### src/rtl/ds18b20_pkg.sv
// Shared definitions for the DS18B20 measurement sequencer.
//   - 1-wire byte-master operation encodings (ow_op)
//   - DS18B20 command bytes and the power-on scratchpad temperature
//   - sequencer state enum plus helpers that map an operation state to its
//     bus operation, command byte and successor state
package ds18b20_pkg;

  localparam logic [1:0] OW_OP_RESET = 2'd0;
  localparam logic [1:0] OW_OP_WRITE = 2'd1;
  localparam logic [1:0] OW_OP_READ  = 2'd2;

  localparam logic [7:0] CMD_SKIP_ROM  = 8'hCC;
  localparam logic [7:0] CMD_CONVERT_T = 8'h44;
  localparam logic [7:0] CMD_READ_SP   = 8'hBE;

  // Scratchpad temperature after power-up: +85.0 C
  localparam logic [15:0] POR_TEMP = 16'h0550;

  typedef enum logic [3:0] {
    ST_IDLE,
    ST_RST1,
    ST_SKIP1,
    ST_CONVT,
    ST_WAIT,
    ST_RST2,
    ST_SKIP2,
    ST_RDSP,
    ST_RD_LSB,
    ST_RD_MSB,
    ST_LATCH
  } state_e;

  // Bus operation issued by an operation state
  function automatic logic [1:0] op_of(state_e s);
    case (s)
      ST_RST1, ST_RST2:     return OW_OP_RESET;
      ST_RD_LSB, ST_RD_MSB: return OW_OP_READ;
      default:              return OW_OP_WRITE;
    endcase
  endfunction

  // Command byte for WRITE states; zero for RESET/READ
  function automatic logic [7:0] cmd_of(state_e s);
    case (s)
      ST_SKIP1, ST_SKIP2: return CMD_SKIP_ROM;
      ST_CONVT:           return CMD_CONVERT_T;
      ST_RDSP:            return CMD_READ_SP;
      default:            return 8'h00;
    endcase
  endfunction

  // State entered after a successful acknowledge
  function automatic state_e next_of(state_e s);
    case (s)
      ST_RST1:   return ST_SKIP1;
      ST_SKIP1:  return ST_CONVT;
      ST_CONVT:  return ST_WAIT;
      ST_RST2:   return ST_SKIP2;
      ST_SKIP2:  return ST_RDSP;
      ST_RDSP:   return ST_RD_LSB;
      ST_RD_LSB: return ST_RD_MSB;
      ST_RD_MSB: return ST_LATCH;
      default:   return ST_IDLE;
    endcase
  endfunction

endpackage

### src/rtl/ds18b20_ms_timer.sv
// Millisecond time base for the sequencer.
//   clk  in             system clock
//   rst  in             synchronous reset, active-high
//   clr  in  [N-1:0]    per-counter synchronous clear (wins over a tick)
//   cnt  out [N-1:0][W] saturating millisecond counters
// A free-running prescaler produces one tick every DIV cycles; every counter
// shares that tick, so all millisecond measurements carry the same +/-1 tick
// phase uncertainty relative to their clear.
module ds18b20_ms_timer #(
  parameter int unsigned DIV = 12_000,
  parameter int unsigned N   = 2,
  parameter int unsigned W   = 16
) (
  input  logic                clk,
  input  logic                rst,
  input  logic [N-1:0]        clr,
  output logic [N-1:0][W-1:0] cnt
);

  localparam int unsigned PW = (DIV > 1) ? $clog2(DIV) : 1;
  localparam logic [PW-1:0] PRE_MAX = PW'(DIV - 1);

  logic [PW-1:0] pre;
  logic          tick;

  always_ff @(posedge clk) begin
    if (rst) begin
      pre  <= '0;
      tick <= 1'b0;
    end else if (pre == PRE_MAX) begin
      pre  <= '0;
      tick <= 1'b1;
    end else begin
      pre  <= pre + 1'b1;
      tick <= 1'b0;
    end
  end

  genvar gi;
  generate
    for (gi = 0; gi < N; gi++) begin : g_cnt
      // Saturate so a long idle period can never wrap back below a threshold
      always_ff @(posedge clk) begin
        if (rst || clr[gi]) begin
          cnt[gi] <= '0;
        end else if (tick && (cnt[gi] != {W{1'b1}})) begin
          cnt[gi] <= cnt[gi] + 1'b1;
        end
      end
    end
  endgenerate

endmodule

### src/rtl/ds18b20_sequencer.sv
// DS18B20 measurement scheduler driving a 1-wire byte master.
//   clk, rst                      clock, synchronous active-high reset
//   enable                        run periodic measurements (sampled in IDLE)
//   ow_req/ow_op/ow_wdata         request to byte master, held until ow_ack
//   ow_ack/ow_rdata/ow_presence   completion pulse and its result
//   data_out/data_valid           latest raw {MSB,LSB} word and update pulse
//   err_nopres/err_timeout        sticky faults, cleared by the next good word
// Sequence: reset, Skip-ROM, Convert-T, conversion wait, reset, Skip-ROM,
// Read-Scratchpad, read LSB, read MSB, latch.
module ds18b20_sequencer
  import ds18b20_pkg::*;
#(
  parameter int unsigned CLK_HZ    = 12_000_000,
  parameter int unsigned CONV_MS   = 750,
  parameter int unsigned PERIOD_MS = 1000,
  parameter int unsigned ACK_TO_MS = 5
) (
  input  logic        clk,
  input  logic        rst,
  input  logic        enable,
  output logic        ow_req,
  output logic [1:0]  ow_op,
  output logic [7:0]  ow_wdata,
  input  logic        ow_ack,
  input  logic [7:0]  ow_rdata,
  input  logic        ow_presence,
  output logic [15:0] data_out,
  output logic        data_valid,
  output logic        err_nopres,
  output logic        err_timeout
);

  localparam int unsigned CW = 16;
  localparam logic [CW-1:0] PERIOD_T = CW'(PERIOD_MS);
  localparam logic [CW-1:0] CONV_T   = CW'(CONV_MS);
  localparam logic [CW-1:0] ACK_TO_T = CW'(ACK_TO_MS);

  state_e                 state;
  logic                   first_run;
  logic [7:0]             lsb_q;
  logic [7:0]             msb_q;
  logic [1:0]             clr;
  logic [1:0][CW-1:0]     cnt;
  logic [CW-1:0]          period_cnt;
  logic [CW-1:0]          op_cnt;
  logic                   start;
  logic                   issue;
  logic                   is_op;

  // cnt[0]: start-to-start period; cnt[1]: ack timeout / conversion wait
  ds18b20_ms_timer #(
    .DIV (CLK_HZ / 1000),
    .N   (2),
    .W   (CW)
  ) u_timer (
    .clk (clk),
    .rst (rst),
    .clr (clr),
    .cnt (cnt)
  );

  assign period_cnt = cnt[0];
  assign op_cnt     = cnt[1];

  always_comb begin
    is_op = (state != ST_IDLE) && (state != ST_WAIT) && (state != ST_LATCH);
    // The very first measurement after reset does not wait out a period
    start = (state == ST_IDLE) && enable && (first_run || (period_cnt >= PERIOD_T));
    // In an operation state ow_req is low only on the entry cycle; that one
    // cycle gap guarantees a request never rises in the same cycle it fell
    issue = is_op && !ow_req;
    clr   = {issue || ((state == ST_CONVT) && ow_req && ow_ack), start};
  end

  always_ff @(posedge clk) begin
    if (rst) begin
      state       <= ST_IDLE;
      first_run   <= 1'b1;
      ow_req      <= 1'b0;
      ow_op       <= OW_OP_RESET;
      ow_wdata    <= 8'h00;
      lsb_q       <= 8'h00;
      msb_q       <= 8'h00;
      data_out    <= POR_TEMP;
      data_valid  <= 1'b0;
      err_nopres  <= 1'b0;
      err_timeout <= 1'b0;
    end else begin
      data_valid <= 1'b0;
      case (state)
        ST_IDLE: begin
          if (start) begin
            state     <= ST_RST1;
            first_run <= 1'b0;
          end
        end
        ST_WAIT: begin
          if (op_cnt >= CONV_T) state <= ST_RST2;
        end
        ST_LATCH: begin
          data_out    <= {msb_q, lsb_q};
          data_valid  <= 1'b1;
          err_nopres  <= 1'b0;
          err_timeout <= 1'b0;
          state       <= ST_IDLE;
        end
        default: begin
          if (issue) begin
            ow_req   <= 1'b1;
            ow_op    <= op_of(state);
            ow_wdata <= cmd_of(state);
          end else if (ow_ack) begin
            // ow_req is high here, so this acknowledge belongs to us
            ow_req <= 1'b0;
            if (state == ST_RD_LSB) lsb_q <= ow_rdata;
            if (state == ST_RD_MSB) msb_q <= ow_rdata;
            if (((state == ST_RST1) || (state == ST_RST2)) && !ow_presence) begin
              err_nopres <= 1'b1;
              state      <= ST_IDLE;
            end else begin
              state <= next_of(state);
            end
          end else if (op_cnt >= ACK_TO_T) begin
            err_timeout <= 1'b1;
            ow_req      <= 1'b0;
            state       <= ST_IDLE;
          end
        end
      endcase
    end
  end

  // The period must leave room for the conversion plus the bus traffic
  period_ok: assert property (@(posedge clk) disable iff (rst) PERIOD_MS >= CONV_MS + 10);

endmodule

### config.mk
export PLATFORM = sky130hd
export DESIGN_NAME = ds18b20_sequencer
export DESIGN_NICKNAME = d
export VERILOG_FILES = /design/src/rtl/ds18b20_pkg.sv /design/src/rtl/ds18b20_ms_timer.sv /design/src/rtl/ds18b20_sequencer.sv
export SDC_FILE = /design/constraint.sdc
export NUM_CORES = 1
export LEC_CHECK = 0
export CAP_MARGIN = 20
export CORE_ASPECT_RATIO = 1.2
export CORE_MARGIN = 5
export CORE_UTILIZATION = 45
export CTS_CLUSTER_SIZE = 25
export DETAILED_ROUTE_END_ITERATION = 7
export PLACE_DENSITY = 0.67
export SLEW_MARGIN = 10
export SYNTH_ARGS = -nofsm -noshare
export SYNTH_HDL_FRONTEND = slang
export SYNTH_HIERARCHICAL = 1
export SYNTH_SLANG_ARGS = --single-unit
export TNS_END_PERCENT = 10
### constraint.sdc
create_clock -name clk -period 2.7 [get_ports clk]
set_input_delay 0.54 -clock clk [delete_from_list [all_inputs] [get_ports clk]]
set_output_delay 0.54 -clock clk [all_outputs]
set_load 0.01 [all_outputs]
==> results of run 1 <==
-- logic make-up after synthesis --
logic type | count (synthesis)
flops | 98
xor+xnor | 14
compound gates | 116
fa+ha+maj | 3
buf+inv | 39
simple gates | 251
mux | 17
other cells | 1
-- metrics by stage --
| step | setup TNS [ns] | cell area (µm²) | util [%] | instances | hold slack, ns |
|---|---|---|---|---|---|
| detailed placement | -0.223 | 5090 | 50.9 | 689 | 0.440 |
| CTS | 0 | 5370 | 53.7 | 705 | 0.452 |
| global placement | 0 | 5090 | 50.9 | 689 | 0.438 |
| floorplan | 0 | 4590 | - | 539 | 0.423 |
| finish | 0 | 5370 | 53.7 | 705 | 0.448 |
| global route | 0 | 5370 | 53.7 | 705 | 0.479 |
-- worst min-delay path: cells and delay by family (launching register included) --
kind | cells | cell delay, ns
flip-flops | 1 | 0.31
AND/OR/NAND/NOR | 2 | 0.09
-- flip-flops by register name (all words and copies together) (netlist names), named ones only --
name and flops:
ow_op 2, state 4, msb_q 8, data_out 16, u_timer/pre 14, err_timeout 1, u_timer/tick 1, u_timer/cnt 32
ow_wdata 4, first_run 1, lsb_q 8, err_nopres 1, data_valid 1, ow_req 1
-- Yosys cell counts (4+ instances only) --
master    number  area (µm²)
o21ai_0       20         100
inv_1         12        45.0
nor4_1        13        81.3
xor2_1         5        43.8
clkbuf_1      15        56.3
or4_1          8        60.1
dfxtp_1       98        1960
nand3_1       26         130
o211ai_1       4        30.0
xnor2_1        9        78.8
o31ai_1        8        60.1
a21oi_1       41         205
and3_1         5        31.3
or3_1         11        68.8
mux2i_1       16         160
o41ai_1        7        61.3
nor2_1        61         229
buf_2          4        20.0
nor3_1        13        65.1
and4_1         6        52.6
or2_2          5        31.3
nand4_1       15        93.8
o311ai_0       6        52.6
nand2_1       66         248
buf_4          7        52.6
-- final cells by class --
cell class / count / area [µm²] / area share [%]
clock buffers: 10 / 229 / 4.26
clock inverters: 6 / 47.5 / 0.885
inverters: 12 / 45.0 / 0.839
multi-input cells: 402 / 2450 / 45.6
flip-flops and latches: 98 / 1960 / 36.5
well taps: 126 / 158 / 2.94
repair buffers: 51 / 480 / 8.95
-- path summary, 6_finish.rpt --
path | start | to | depth (start not counted) | slack, ns
setup / recovery | state[3] | flip-flop | 7 | 0.16
hold / removal | first_run | first_run | 2 | 0.45
setup reg to reg | state[3] | flip-flop | 7 | 0.16
hold reg to reg | first_run | first_run | 2 | 0.45
-- power by group through the flow --
stage / clock network, mW / logic, mW / registers, mW
finish: 1.21 / 0.353 / 1.49
floorplan: 0 / 0.242 / 1.53
detailed placement: 0 / 0.350 / 1.53
global route: 1.31 / 0.384 / 1.50
global placement: 0 / 0.344 / 1.53
CTS: 1.25 / 0.352 / 1.49
-- cell usage in the layout, fill, tap and decap left out, types with 2 or more instances in the layout --
cell type | netlist | layout
or2_2 | 5 | 5
mux2i_1 | 16 | 16
and4_1 | 6 | 6
o21a_1 | 3 | 3
a41oi_1 | 3 | 3
o311ai_0 | 6 | 6
xnor2_1 | 9 | 9
nand4_1 | 15 | 15
dfxtp_1 | 98 | 98
o31a_1 | 2 | 2
or4_1 | 8 | 8
inv_6 | 0 | 3
buf_4 | 7 | 10
nor4_4 | 2 | 2
nor2_1 | 61 | 61
o211ai_1 | 4 | 4
clkdlybuf4s50_1 | 0 | 40
xor2_1 | 5 | 5
nor3_1 | 13 | 13
or3_1 | 11 | 11
nor4_1 | 13 | 13
a211oi_1 | 3 | 3
nor4b_1 | 2 | 2
o21ai_0 | 20 | 20
and3_1 | 5 | 5
o41ai_2 | 2 | 2
nand3_1 | 26 | 26
a31oi_1 | 2 | 2
nand2b_1 | 2 | 2
o31ai_1 | 8 | 8
and2_1 | 3 | 3
clkbuf_16 | 0 | 9
inv_1 | 12 | 12
ha_1 | 3 | 3
a21oi_1 | 41 | 41
o41ai_1 | 7 | 7
nand2_1 | 66 | 66
-- metal layers --
metal,vias to the layer above,track usage (%),share of wire (%)
met1,1904,21.6,46
met3,12,3.87,3.9
met5,-,0,0
met2,66,27.9,48
met4,0,7.71,1.5
li1,2047,-,-
==> impl_metrics.toml, run 1 <==
[power]
p_comb_share_pct = 11.5
p_sw_mw = 0.809
power_frac_clock_pct = 39.7
powerDensity_nw_per_um2 = 570
seqPwrFrac_pct = 48.8
p_total_mw = 3.06
leakage_nw = 1.79
swShare_pct = 26.4
internal_power_mw = 2.25
ir_worst_vdd_mv = 0.341

[routing]
detail_route.first_pass.iterations = 5
avgRoutedWirePerCell_um = 14.8
drt_iter0_drc = 238
drtAntennaViolNets = 0
drc = 0
wl_um = 10500
routed-via-count = 4029
viasPerCell = 5.71

[timing]
fin_worst_skew_ns = 0.00516
period_share_pct = 94.1
tightestPinTransition_ns = 0.849
rsz0062_at_grt = "false"
hold_viol = 0
relSlewSlack_pct = 42.9
worst_slack_ns = 0.158
max_freq_mhz = 393
final_max_slew_viol_count = 0
setup_viol = 0
layout_min_cycle_time_ns = 2.54

[critical_path]
critical_path_class = "reg -> reg"
cp_max_fo = 17
cp_cell_sequence = "nand4bb_1 -> o21ai_4 -> nor2_1 -> o311ai_0 -> nand2_1 -> nor3b_2 -> o21ba_2"
arrival_ns = 2.84
cp.required_ns = 2.99
startpoint_type = "flip-flop"
cp_top_family = "simple AND/OR/NAND/NOR gates"
end_kind = "flip-flop"
path_buf_inv = 0
critPathMaxStageDelay_ns = 0.67
cp_slowest_cell = "dfxtp_1"

[clock_network]
clk_pin_slew_worst_paths_ns = 0.07
postCtsSetupRepairBufs = 0
post_cts_resized = 0
clockBufferDepth = 2
cts_buffers = 9
clock_latency_ns = 0.35
cts_sinks = 98
cts_tree = "done"
cts-root-buf = "clkbuf_16"
holdBufCountCts = 0
h-tree-depth = 3

[finish]
final_layout_size_suffix_gt1_share_pct = 8.64
final_nets = 590
diodes = 0
area_growth_pct = 17.0
fill_cells = 941

[place]
pre_cts_ws_ns = -0.0938
place.gp.congestion = 0.843
port_buffers = 41
dpl.hpwl_um = 7330

[floorplanning]
die_width_um = 102
io_pins = 43
rows = 40
initial_core_util_pct = 45.9
die_y_um = 121
core-area_um2 = 10000
dieArea_um2 = 12300

[synth]
ys_ff_latch = 98
synth_compound_area_share_pct = 17.2
postSynthCellCount = 539
synth_ff_type = "dfxtp_1"
synth_top_family_by_area = "simple AND/OR/NAND/NOR gates"
syn_area_um2 = 4590
syn_nets = 555
muxShareOfSynthArea_pct = 3.74
ys_seq_area_share_pct = 42.7
yosys.area_share.simple_pct = 28.9
synth_cell_types = 67
async_reset_ff_share_pct = 0
synth_adder_area_share_pct = 0.818
synth_xor_area_share_pct = 2.67
yosysWarnings = 6
avgSynthCellArea_um2 = 8.51
synth_edf_count = 0

[global_routing]
grt_pass1_vias = 3741
grt_max_degree = 26
grt_overflow = 0
track_usage_pct = 17.2
antenna_found_initial = 0
grt_pass1_wl_um = 17300

[worst_hold_path]
hp-class = "reg -> reg"

[status]
status = "complete, no violations"

[job]
drv_cap = 0
Note: power is estimated with default switching activity, not from simulation.
==> inputs of run 2 (changes only) <==
--- a/config.mk
+++ b/config.mk
@@ -5,7 +5,8 @@
 export SDC_FILE = /design/constraint.sdc
 export NUM_CORES = 1
 export LEC_CHECK = 0
-export CAP_MARGIN = 20
+export ABC_CLOCK_PERIOD_IN_PS = 3060
+export CAP_MARGIN = 0
 export CORE_ASPECT_RATIO = 1.2
 export CORE_MARGIN = 5
 export CORE_UTILIZATION = 45
==> constraint.sdc (replaced) <==
create_clock -name clk -period 3.06 [get_ports clk]
set_input_delay 0.612 -clock clk [delete_from_list [all_inputs] [get_ports clk]]
set_output_delay 0.612 -clock clk [all_outputs]
set_load 0.01 [all_outputs]
==> run 2 against run 1 <==
  * Cell count decreased by 0.71%
  * Global-route usage is 0.34 points higher
  * Worst hold slack improved by 0.0050 ns
  * Die area unchanged
  * Combinational power is 19% lower
  * Critical path depth unchanged
  * Clock power down 12%
  * Sequential cell count stayed put
  * Via count grew 2.0%
  * First-iteration DRC count increased by 5.9%
  * Critical path type unchanged
  * Core utilization shrank 0.32 points
  * Clock-buffer cell count is 3 higher
==> impl_metrics.toml, run 2 (synthesis gave the netlist of run 1 again) <==
[clock_network]
postCtsSetupRepairBufs = 0
holdBufCountCts = 0
h-tree-depth = 3
cts_sinks = 98
cts-root-buf = "clkbuf_16"
clock_latency_ns = 0.34
cts_tree = "done"
clockBufferDepth = 2
post_cts_resized = 0
clk_pin_slew_worst_paths_ns = 0.07
cts_buffers = 9

[job]
drv_cap = 0

[timing]
setup_viol = 0
layout_min_cycle_time_ns = 2.65
hold_viol = 0
period_share_pct = 86.5
rsz0062_at_grt = "false"
fin_setup_tns_ns = 0
max_freq_mhz = 378
fin_worst_skew_ns = 0.00454
tightestPinTransition_ns = 0.768
holdWs_ns = 0.453
final_max_slew_viol_count = 0
relSlewSlack_pct = 48.3

[critical_path]
end_kind = "flip-flop"
startpoint_type = "flip-flop"
critical_path_class = "reg -> reg"
cp_max_fo = 16
cp.required_ns = 3.26
arrival_ns = 2.85

[power]
leakage_nw = 1.76
swShare_pct = 24.9
powerDensity_nw_per_um2 = 503
seqPwrFrac_pct = 49.7
ir_worst_vdd_mv = 0.355
p_sw_mw = 0.667
power_frac_clock_pct = 39.6
internal_power_mw = 2.02
p_comb_share_pct = 10.7

[routing]
drtAntennaViolNets = 0
wl_um = 10300
routed-via-count = 4111
avgRoutedWirePerCell_um = 14.7
viasPerCell = 5.87
drc = 0
detail_route.first_pass.iterations = 5
drt_iter0_drc = 252

[place]
placed_cells = 684
port_buffers = 41
dpl.hpwl_um = 7230
place.gp.congestion = 0.897

[finish]
largest_reg_flops = 32
mostFrequentLayoutCells = "dfxtp_1 (98), nand2_1 (66), nor2_1 (61)"
diodes = 0
final_cells = 700
layout.cells.most_common = "dfxtp_1"
reg.largest.list = "u_timer/cnt (32), data_out (16), u_timer/pre (14)"
finish.utilization_pct = 53.3
final_nets = 585
area_growth_pct = 16.3
final_layout_size_suffix_gt1_share_pct = 7.67
largest-register = "u_timer/cnt"

[status]
status = "complete, no violations"

[global_routing]
grt_max_degree = 27
grt_overflow = 0
grt_pass1_vias = 3844
track_usage_pct = 17.6
antenna_found_initial = 0
grt_pass1_wl_um = 17800

[worst_hold_path]
hp-class = "reg -> reg"

[floorplanning]
initial_core_util_pct = 45.9
core-area_um2 = 10000
die_y_um = 121
die_width_um = 102
rows = 40
dieArea_um2 = 12300
io_pins = 43
-- run 2: cell count changes in the layout (fill, tap and decap cells not counted), sizes merged --
cell,delta
buf,-5
clkinv,-1
inv,-2
clkbuf,+3
-- run 2: worst max-delay path, cell delays in order, from the launching register on --
cell,delay (ns)
dfxtp_1,0.70
nand4bb_1,0.27
o21ai_4,0.19
nor2_1,0.19
o311ai_0,0.55
nand2_1,0.27
a21oi_1,0.25
a311oi_1,0.07
-- run 2: cell type report --
class | count | area (µm²)
fill | 956 | 4670
multi-input combinational | 402 | 2450
sequential | 98 | 1960
timing repair buffer | 46 | 443
clock buffer | 13 | 260
tap | 126 | 158
inverter | 12 | 45.0
clock inverter | 3 | 21.3
-- run 2: through the flow --
stage	instance area (µm²)	total power, mW	setup WS [ns]
finish	5340	2.68	0.413
detailed placement	5060	1.65	0.257
global placement	5060	1.64	0.320
CTS	5340	2.72	0.469
floorplan	4590	1.56	0.825
global route	5340	2.81	0.193
-- run 2: worst paths after layout --
kind               startpoint     endpoint  slack (ns)  cells past startpoint
setup / recovery     state[1]    flip-flop        0.41                      7
hold / removal    data_out[7]  data_out[7]        0.45                      2
setup reg to reg     state[1]    flip-flop        0.41                      7
hold reg to reg   data_out[7]  data_out[7]        0.45                      2
-- run 2: power groups by stage --
stage	clock [mW]	sequential, mW	combinational [mW]
after global routing	1.16	1.33	0.318
after CTS	1.10	1.33	0.288
after floorplan	0	1.35	0.213
after detailed placement	0	1.36	0.287
after global placement	0	1.36	0.282
final	1.06	1.33	0.287
-- run 2: per-layer routing --
metal | global-route usage (%) | up-vias | routed length (µm)
met5 | 0 | - | 0
met4 | 5.58 | 0 | 172
met3 | 4.67 | 12 | 478
met2 | 28.6 | 119 | 5030
met1 | 22.5 | 1939 | 4580
li1 | - | 2041 | -
==> inputs of run 3 (changes only) <==
--- a/config.mk
+++ b/config.mk
@@ -13,7 +13,7 @@
 export CTS_CLUSTER_SIZE = 25
 export DETAILED_ROUTE_END_ITERATION = 7
 export PLACE_DENSITY = 0.67
-export SLEW_MARGIN = 10
+export SLEW_MARGIN = 20
 export SYNTH_ARGS = -nofsm -noshare
 export SYNTH_HDL_FRONTEND = slang
 export SYNTH_HIERARCHICAL = 1
==> results of run 3 <==
Same layout as run 2: the final DEF is identical, and so are final timing and power.
